`src/rtl/fifo_rd_pkg.sv`:
```
`default_nettype none
// ============================================================================
// Module   : fifo_rd_pkg
// Brief    : Shared constants and pointer helper for the FIFO read streamer.
// Revision : 1.0 - initial release
// ============================================================================
package fifo_rd_pkg;

  localparam int DWIDTH_DEF = 16;
  localparam int BUF_DEPTH  = 3;
  localparam int PTR_W      = 2;
  localparam int OCC_W      = 2;
  localparam int XFER_CNT_W = 16;

  typedef logic [PTR_W-1:0] ptr_t;

  // Circular increment over a 3-entry ring: 0 -> 1 -> 2 -> 0
  function automatic ptr_t ptr_inc(input ptr_t p);
    return (p == ptr_t'(BUF_DEPTH - 1)) ? '0 : ptr_t'(p + 1'b1);
  endfunction

endpackage
`default_nettype wire

```
`src/rtl/rd_skid_buf.sv`:
```
`default_nettype none
// ============================================================================
// Module   : rd_skid_buf
// Brief    : 3-entry circular output buffer with push, pop, clear and occupancy.
// Revision : 1.0 - initial release
// ============================================================================
module rd_skid_buf
  import fifo_rd_pkg::*;
#(
  parameter int DWIDTH    = DWIDTH_DEF,
  parameter int BUF_DEPTH = fifo_rd_pkg::BUF_DEPTH
) (
  input  logic              clk,
  input  logic              reset,
  input  logic              i_clear,
  input  logic              i_push,
  input  logic [DWIDTH-1:0] i_push_data,
  input  logic              i_pop,
  output logic [DWIDTH-1:0] o_head_data,
  output logic [OCC_W-1:0]  o_occ
);

  logic [DWIDTH-1:0] r_mem [BUF_DEPTH];
  ptr_t              r_head;
  ptr_t              r_tail;
  logic [OCC_W-1:0]  r_occ;

  always_ff @(posedge clk) begin
    if (reset) begin
      for (int i = 0; i < BUF_DEPTH; i++) begin
        r_mem[i] <= '0;
      end
      r_head <= '0;
      r_tail <= '0;
      r_occ  <= '0;
    end else if (i_clear) begin
      // Clear outranks push so a word landing with the clear is dropped
      r_head <= '0;
      r_tail <= '0;
      r_occ  <= '0;
    end else begin
      if (i_push) begin
        r_mem[r_tail] <= i_push_data;
        r_tail        <= ptr_inc(r_tail);
      end
      if (i_pop) begin
        r_head <= ptr_inc(r_head);
      end
      case ({i_push, i_pop})
        2'b10:   r_occ <= r_occ + 1'b1;
        2'b01:   r_occ <= r_occ - 1'b1;
        default: r_occ <= r_occ;
      endcase
    end
  end

  assign o_head_data = r_mem[r_head];
  assign o_occ       = r_occ;

endmodule
`default_nettype wire

```
`src/rtl/fifo_rd_stream.sv`:
```
`default_nettype none
// ============================================================================
// Module   : fifo_rd_stream
// Brief    : Drains a registered-output sync FIFO into a valid/ready stream.
// Revision : 1.0 - initial release
// ============================================================================
module fifo_rd_stream
  import fifo_rd_pkg::*;
#(
  parameter int DWIDTH    = DWIDTH_DEF,
  parameter int BUF_DEPTH = fifo_rd_pkg::BUF_DEPTH
) (
  input  logic                  clk,
  input  logic                  reset,
  input  logic                  fifo_empty,
  output logic                  fifo_rd_en,
  input  logic [DWIDTH-1:0]     fifo_dout,
  input  logic                  flush,
  output logic                  m_valid,
  input  logic                  m_ready,
  output logic [DWIDTH-1:0]     m_data,
  output logic [XFER_CNT_W-1:0] xfer_cnt,
  output logic                  busy
);

  logic                  r_inflight;
  logic [XFER_CNT_W-1:0] r_xfer_cnt;
  logic [OCC_W-1:0]      w_occ;
  logic [DWIDTH-1:0]     w_head_data;
  logic                  w_pop;
  logic                  w_credit_ok;

  // Credit uses only registered state, keeping m_ready out of the read path
  assign w_credit_ok = ({1'b0, w_occ} + {2'b00, r_inflight}) < 3'(BUF_DEPTH);
  assign fifo_rd_en  = !reset && !flush && !fifo_empty && w_credit_ok;
  assign w_pop       = m_valid && m_ready;

  rd_skid_buf #(
    .DWIDTH    (DWIDTH),
    .BUF_DEPTH (BUF_DEPTH)
  ) u_buf (
    .clk         (clk),
    .reset       (reset),
    .i_clear     (flush),
    .i_push      (r_inflight),
    .i_push_data (fifo_dout),
    .i_pop       (w_pop),
    .o_head_data (w_head_data),
    .o_occ       (w_occ)
  );

  always_ff @(posedge clk) begin
    if (reset) begin
      r_inflight <= 1'b0;
      r_xfer_cnt <= '0;
    end else begin
      r_inflight <= fifo_rd_en;
      if (w_pop) begin
        r_xfer_cnt <= r_xfer_cnt + 1'b1;
      end
    end
  end

  assign m_valid  = (w_occ != '0);
  assign m_data   = w_head_data;
  assign xfer_cnt = r_xfer_cnt;
  assign busy     = (w_occ != '0) || r_inflight;

endmodule
`default_nettype wire

```
`config.mk`:
```
export PLATFORM = sky130hd
export DESIGN_NAME = fifo_rd_stream
export DESIGN_NICKNAME = d
export VERILOG_FILES = /design/src/rtl/fifo_rd_pkg.sv /design/src/rtl/rd_skid_buf.sv /design/src/rtl/fifo_rd_stream.sv
export SDC_FILE = /design/constraint.sdc
export NUM_CORES = 1
export LEC_CHECK = 0
export CAP_MARGIN = 10
export CORE_UTILIZATION = 30
export DETAILED_ROUTE_END_ITERATION = 12
export PLACE_DENSITY = 0.57
export SYNTH_ARGS = -nofsm -noshare
export SYNTH_HDL_FRONTEND = slang
export SYNTH_SLANG_ARGS = --single-unit
```
`constraint.sdc`:
```
create_clock -name clk -period 2.75 [get_ports clk]
set_input_delay 0.275 -clock clk [delete_from_list [all_inputs] [get_ports clk]]
set_output_delay 0.275 -clock clk [all_outputs]
set_load 0.03 [all_outputs]
```
* Word-level counts from Yosys, hierarchy flattened
Memory sizes are Yosys's and may differ from the RTL's. A register that Yosys moved wholly into a read port is not among the register bits.
Index checks and enable logic that the tools add are counted.
** Storage, ports and cells
- Memories kept :: 1
- Logic and storage cells :: 43
- Register bits after elaboration :: 23
- Output and inout bits :: 35
- RAM bits :: 48
** Memories
- u_buf.r_mem :: words 3, width 16, rd ports 1, clocked after memory_dff 1, write ports 3, line rd_skid_buf.sv:23 : logic [DWIDTH-1:0] r_mem [BUF_DEPTH];
** Operators by class
- Muxes and demuxes :: 14
- Equality and inequality tests :: 4
- Reduce and logical (&&, ||, !) cells :: 12
- Magnitude comparators :: 1
- Add/sub/neg operators :: 6
** Operators with widths (count)
- $add 16x1->16 const B :: 1
- $mux 16 :: 1
- $reduce_or 16->1 :: 1
- $mux 2 :: 5
- $mux 1 :: 7
- $add 2x1->2 const B :: 3
- $eq 2x2->1 const B :: 3
- $logic_and 1x1->1 :: 4
- $pmux 2 s2 :: 1
- $reduce_bool 2->1 :: 2
- $add 2x1->3 :: 1
- $logic_not 1->1 :: 3
- $lt 3x2->1 const B :: 1
- $eq 2x1->1 const B :: 1
- $reduce_or 2->1 :: 1
- $sub 2x1->2 const B :: 1
- $logic_or 1x1->1 :: 1

* Longest topological paths before layout
Gate-level depths: netlist of run 1.
- Depth after elaboration :: 6
- Mapped depth :: 7
- Depth with buffers taken out :: 6

* Modules after synthesis
A second synthesis of run 1 with hierarchy kept.
** Second synthesis, totals
- Cell total of the unflattened synthesis :: 284
- Area total of the unflattened synthesis :: 3875.0 µm²
** Modules (own cells, without submodules)
- rd_skid_buf :: seq. area each 2082.0 µm², cells each 193, area each 3024.2 µm², instances 1
- fifo_rd_stream :: seq. area each 340.3 µm², cells each 91, area each 850.8 µm², instances 1

* Worst setup path before layout of run 1
OpenSTA, ideal clock, no wires.
- Path type :: reg2out
- From :: register r_inflight
- To :: output port fifo_rd_en
- Arrival time :: 2.407 ns
- Path slack :: 0.068 ns
- Stages on the path, launching flop included :: 4
- Path through :: dfxtp_1 ha_1 ha_1 a2111oi_0
** On the way
- Longest elaborated chain between the ends :: 3
** Ends and longest elaborated chain
- start: declaration :: line fifo_rd_stream.sv:26 : logic r_inflight;
- start signal: assignment :: line fifo_rd_stream.sv:57 : r_inflight <= fifo_rd_en;
- $add 2x1->3 :: line fifo_rd_stream.sv:34 : assign w_credit_ok = ({1'b0, w_occ} + {2'b00, r_inflight}) < 3'(BUF_DEPTH);
- $lt 3x2->1 :: line fifo_rd_stream.sv:34
- $logic_and 1x1->1 :: line fifo_rd_stream.sv:35 : assign fifo_rd_en = !reset && !flush && !fifo_empty && w_credit_ok;
- end: declaration :: line fifo_rd_stream.sv:16 : output logic fifo_rd_en,
Every way passes these cells.

==> metrics.txt, run 1 <==
status completed; Mapped Cells 269; nets@finish 355; Starting Density 0.311; Num Clock Sinks 89; Residual DRC 0; Worst Path Required about 2500 ps; Critical Path AT 2150 ps; worst vdd rail ir drop 0.275 mV; Clock transition at path regs 60 ps; max incr delay on CP 610 ps; clock skew 3.60 ps; critical path class reg2out; all-layer global routing usage 0.123; antenna-violating nets left 0; CTS tree yes; pwr dens 602 nW/um^2; # setup viols final 0; via count 2,262; most common cell in the netlist edfxtp_1; largest net degree at the start of global routing 21; Post-CTS Hold Buffers 0; commonest cells in the netlist edfxtp_1 (64), and2_1 (48), dfxtp_1 (25); Longest Clk Path Bufs 2; core region area 12,100 sq um; critical path endpoint category output port; Hold Slack about 500 ps; post-synth top area share 0.509; synthesized cell area 3770 sq um; Pins Over Slew Limit 0; flop and latch count out of synthesis 89; WL final 7.44 mm; clk_lat worst skew roughly 340 ps; clk root buf clkbuf_16; Final Hold Viols 0; worst-path cell chain buf_4 -> mux4_2 -> clkdlybuf4s50_1; Final period util 0.880; first-pass iteration count of the detailed router 4; RSZ-0062 raised after global routing false; Worst Hold Launch u_buf.r_tail[1]; Overflow after GRT 0; CP max FO 16; fin crit period between 2000 and 2500 ps; Die X 114 um; routed vias/inst 4.51; Port-buffer cells 55; Buf/Inv on CP 2; Ant. Diodes 0; post-route worst setup slack 329 ps; via count of the first global-routing pass 2,342; Syn Area/Cell 14.0 sq um; Num CTS Buffers 9; Slowest cell on crit path clkdlybuf4s50_1; share of layout cells above drive strength 1 0.144; num rows 40; YS warnings 0; overall die height 114 um; initial DRC count 85; sequential share of the synthesized area 0.642; Leak 0.00164 uW; Slew @ Worst Pin 528 ps; H-tree levels 3; post-cts sizing count 0; dpl hpwl ~4.7 mm; Post-Place Setup Slack 504 ps; # IOs 56; largest area contributor in the netlist edfxtp_1; Post-synth EDFFs 64; Unique masters post-synth 35; reg-to-reg startpoint u_buf.o_occ[0]; Slew headroom 0.644; postcts setup bufs 0; synth top area cells edfxtp_1 (51%), dfxtp_1 (13%), mux4_2 (9.6%); setup TNS 0 ps; area grow syn2layout 28.1%; routed len/inst 14.8 um; Setup crit start kind flop; initial antenna violation count 0; first-pass GRT wire length 11.8 mm; predominant post-synthesis flop cell edfxtp_1; Hold Path Class reg2reg; gpl congestion a little over 0.7; Syn Nets 294; delay-heaviest family, CP buffers and inverters; share of flip-flops with an asynchronous set or reset after synthesis 0; Peak Freq roughly 410 MHz; # Max-Cap Violations 0; die area 13,000 sq um
worst reg2reg max path, delay by kind of cell (launching register included):
family | cells | cell delay [ps]
AO/OA/AOI/OAI | 2 | 640
AND/OR/NAND/NOR | 1 | 460
flip-flops | 1 | 400
adder cells (fa/ha/maj) | 1 | 370
buffers and inverters | 1 | 240
placed cells by master, fill, tap and decap left out, drive strengths merged, types with 5 or more instances in the layout:
master         netlist  final
a21oi               10     10
and2                48     48
buf                  5      8
clkbuf               7     10
clkdlybuf4s50        0     54
dfxtp               25     25
edfxtp              64     64
inv                  6      7
mux4                16     16
nand2                9      9
nor2                17     17
nor3                 7      7
or2                  7      7
or3                  5      5
xnor2                8      8
stage by stage:
stage,instance area [sq um],utilization,std cells,total power [uW]
after floorplan,3770,-,269,1580
after global placement,4520,0.374,487,1660
after detailed placement,4520,0.374,487,1660
after CTS,4830,0.399,502,2950
after global routing,4830,0.399,502,3000
final,4830,0.399,502,2910
registers in the layout (all words and copies together) (netlist names), named ones only:
| name | count |
|---|---|
| r_inflight | 1 |
| u_buf.o_occ | 2 |
| u_buf.r_head | 2 |
| u_buf.r_mem | 64 |
| u_buf.r_tail | 2 |
| xfer_cnt | 16 |
path summary, 6_finish.rpt:
kind	end	slack, ps	cells past startpoint
max	m_data[12]	330	3
min	u_buf.r_tail[1]	490	2
max reg2reg	u_buf.o_occ[1]	580	5
min reg2reg	u_buf.r_tail[1]	490	2
logic make-up (layout without fill, tap and decap cells):
| family | Yosys count | after routing | synth area share |
|---|---|---|---|
| adders and majority gates | 4 | 4 | 0.0133 |
| DFF | 89 | 89 | 0.642 |
| AOI/OAI and AO/OA | 20 | 20 | 0.0328 |
| xor gates and xnor gates | 12 | 12 | 0.0279 |
| buffers and inverters | 18 | 83 | 0.0216 |
| muxes | 17 | 17 | 0.0985 |
| and+or+nand+nor | 109 | 109 | 0.164 |
routing by layer:
layer	track usage	share of wire	wire (um)	vias to the layer above
met3	0.0381	0.053	394	9
met2	0.210	0.48	3570	58
li1	-	-	-	1100
met4	0.0545	0.013	100	0
met1	0.142	0.45	3380	1095
met5	0	0	0	-
report_power, final:
group	total, uW	leakage (uW)	switching, uW	internal (uW)
Combinational	155	0.000651	82.2	73.2
Sequential	1470	0.000841	10.3	1460
Clock	1280	0.000147	490	791
cell type report:
cell class / instances / area, sq um
well taps: 168 / 210
multi-input cells: 162 / 1270
inverters: 6 / 22.5
flip-flops and latches: 89 / 2420
clock inverters: 5 / 80.1
repair buffers: 62 / 601
fillers: 1168 / 7280
clock buffers: 10 / 229
(Power assumes the default switching activity.)
==> run 2: changes to the inputs <==
- SLEW_MARGIN: not set -> 20
==> results of run 2 <==
No change in the layout: final DEF, timing and power equal those of run 1.
==> run 3: changes to the inputs <==
- CORE_MARGIN: not set -> 2
==> metrics.txt, run 3 (synthesis results as in run 1) <==
routed len/inst 14.9 um (+0.26%); CTS tree yes; clk_lat worst skew 330 ps (about the same); Critical Path AT 2130 ps (-20 ps); Die X 116 um (+1.8%); Slowest cell on crit path clkdlybuf4s50_1; flop2flop setup slack 680 ps (+100 ps); reg-to-reg startpoint u_buf.o_occ[0]; # setup viols final 0 (unchanged); sw frac 0.215 (+0.0152); Gate power share 0.057 (+0.004); fin util 0.394 (-0.00463); Post-CTS Hold Buffers 0 (unchanged); num rows 40 (unchanged); Num CTS Buffers 9 (unchanged); most frequent cells in the layout edfxtp_1 (64), clkdlybuf4s50_1 (54), and2_1 (48); via count 2,241 (-0.93%); area of the multi-input gates 1270 sq um (unchanged); Worst Reg2Reg Path Length in Cells 5 (unchanged); Pins Over Slew Limit 0 (unchanged); area grow syn2layout 27.2%; clk root buf clkbuf_16; Worst Hold Launch u_buf.r_tail[1]; register share of total power 0.537 (+0.031); dpl hpwl 4.74 mm (+0.98%); Filler cells 1,140 (-2.4%); # IOs 56 (unchanged); H-tree levels 3 (unchanged); largest net degree at the start of global routing 21 (unchanged); initial DRC count 91 (+7.1%); overall die height 116 um (+1.8%); WL final 7.48 mm (+0.46%); worst vdd rail ir drop 0.364 mV (+33%); CP max FO 16 (unchanged); total area of sequential cells 2420 sq um (unchanged); first-pass iteration count of the detailed router 4 (unchanged); max FFs per register 64 (unchanged); core region area 12,200 sq um (+0.41%); Final Hold Viols 0 (unchanged); Hold Path Sink u_buf.r_tail[1]; Num Clock Sinks 89 (unchanged); fin crit period 2400 ps (-19.1 ps); Port-buffer cells 55 (unchanged); Leak 0.00161 uW (-1.6%); max incr delay on CP 610 ps (about the same); Ant. Diodes 0 (unchanged); Longest Clk Path Bufs 2 (unchanged); clock skew 8.30 ps (+4.69 ps); all-layer global routing usage 0.121 (-0.00151); critical path endpoint category output port; post-cts sizing count 0 (unchanged); Residual DRC 0 (unchanged); # Max-Cap Violations 0 (unchanged); routed vias/inst 4.46 (-1.1%); delay-heaviest family, CP buffers and inverters; first-pass GRT wire length 12.1 mm (+2.2%); gpl congestion 0.784 (+8.3%); Final period util 0.874 (-0.00695); setup TNS 0 ps (unchanged); die area 13,500 sq um (+3.5%); status completed; Clk pwr share 0.406 (-0.034); most common cell after layout, fill and taps aside edfxtp_1; Net Switching 590 uW (+1.3%); nets@finish 355 (unchanged); worst-path cell chain buf_4 -> mux4_2 -> clkdlybuf4s50_1; Clock transition at path regs 60 ps (about the same); cell internal pwr 2150 uW (-7.6%); RSZ-0062 raised after global routing false; Hold Path Class reg2reg; Overflow after GRT 0 (unchanged); antenna-violating nets left 0 (unchanged); Buf/Inv on CP 2 (unchanged); Slew @ Worst Pin 539 ps (+11.0 ps); Worst Path Required 2480 ps (about the same); Setup crit start kind flop; Most flops, register u_buf.r_mem; Starting Density 0.310 (-0.00128); Worst Hold Path Cells 2 (unchanged); via count of the first global-routing pass 2,303 (-1.7%); share of layout cells above drive strength 1 0.149 (+0.00554); postcts setup bufs 0 (unchanged); critical path class reg2out; Reg-to-Reg End u_buf.o_occ[1]; Slew headroom 0.631 (-0.0129); Peak Freq 416 MHz (+0.80%); pwr dens 571 nW/um^2 (-5.1%); initial antenna violation count 0 (unchanged)
[run 3: cell types whose count changed in the layout (fill, tap and decap cells not counted), sizes merged]
cell,before,now
bufinv,2,0
clkinvlp,1,4
[run 3: metal layers]
layer | global-route usage | share of wire
met5 | 0 | 0
met3 | 0.0420 | 0.050
met2 | 0.204 | 0.49
met4 | 0.0333 | 0.0078
met1 | 0.150 | 0.45
[run 3: through the flow]
stage               cell area, sq um  std cells  setup slack [ps]  total power [uW]  hold WS [ps]
floorplan                       3770        269              68.5              1580           358
global placement                4520        487               574              1660           482
finish                          4800        503               348              2740           499
detailed placement              4520        487               548              1660           484
global route                    4800        503               215              2860           524
CTS                             4800        503               293              2780           502
[run 3: area by class of cell]
cell class / instances / share of cell area
Inverter: 6 / 0.00469
Clock buffer: 10 / 0.0477
Sequential cell: 89 / 0.505
Multi-Input combinational cell: 162 / 0.264
Timing Repair Buffer: 62 / 0.125
Clock inverter: 6 / 0.00913
Tap cell: 168 / 0.0438
[run 3: worst min-delay path: stages, from the launching register on]
cell	delay, ps
dfxtp_1	330
nand2_1	60
a21oi_1	60
[run 3: worst max-delay path by stage]
stage                    from        endpoint  slack (ps)  depth (start not counted)
2_1_floorplan      r_inflight      fifo_rd_en          70                          3
3_3_place_gp          m_ready  u_buf.o_occ[1]         570                          6
3_5_place_dp          m_ready  u_buf.o_occ[1]         550                          6
4_1_cts                  flop       m_data[7]         290                          3
5_1_grt        u_buf.o_occ[0]      fifo_rd_en         210                          4
6_report                 flop      m_data[13]         350                          3
[run 3: power by group through the flow]
stage | logic, uW | registers, uW | clock network (uW)
floorplan | 79.1 | 1500 | 0
global placement | 158 | 1500 | 0
detailed placement | 159 | 1500 | 0
CTS | 160 | 1470 | 1150
global route | 168 | 1470 | 1210
finish | 155 | 1470 | 1110
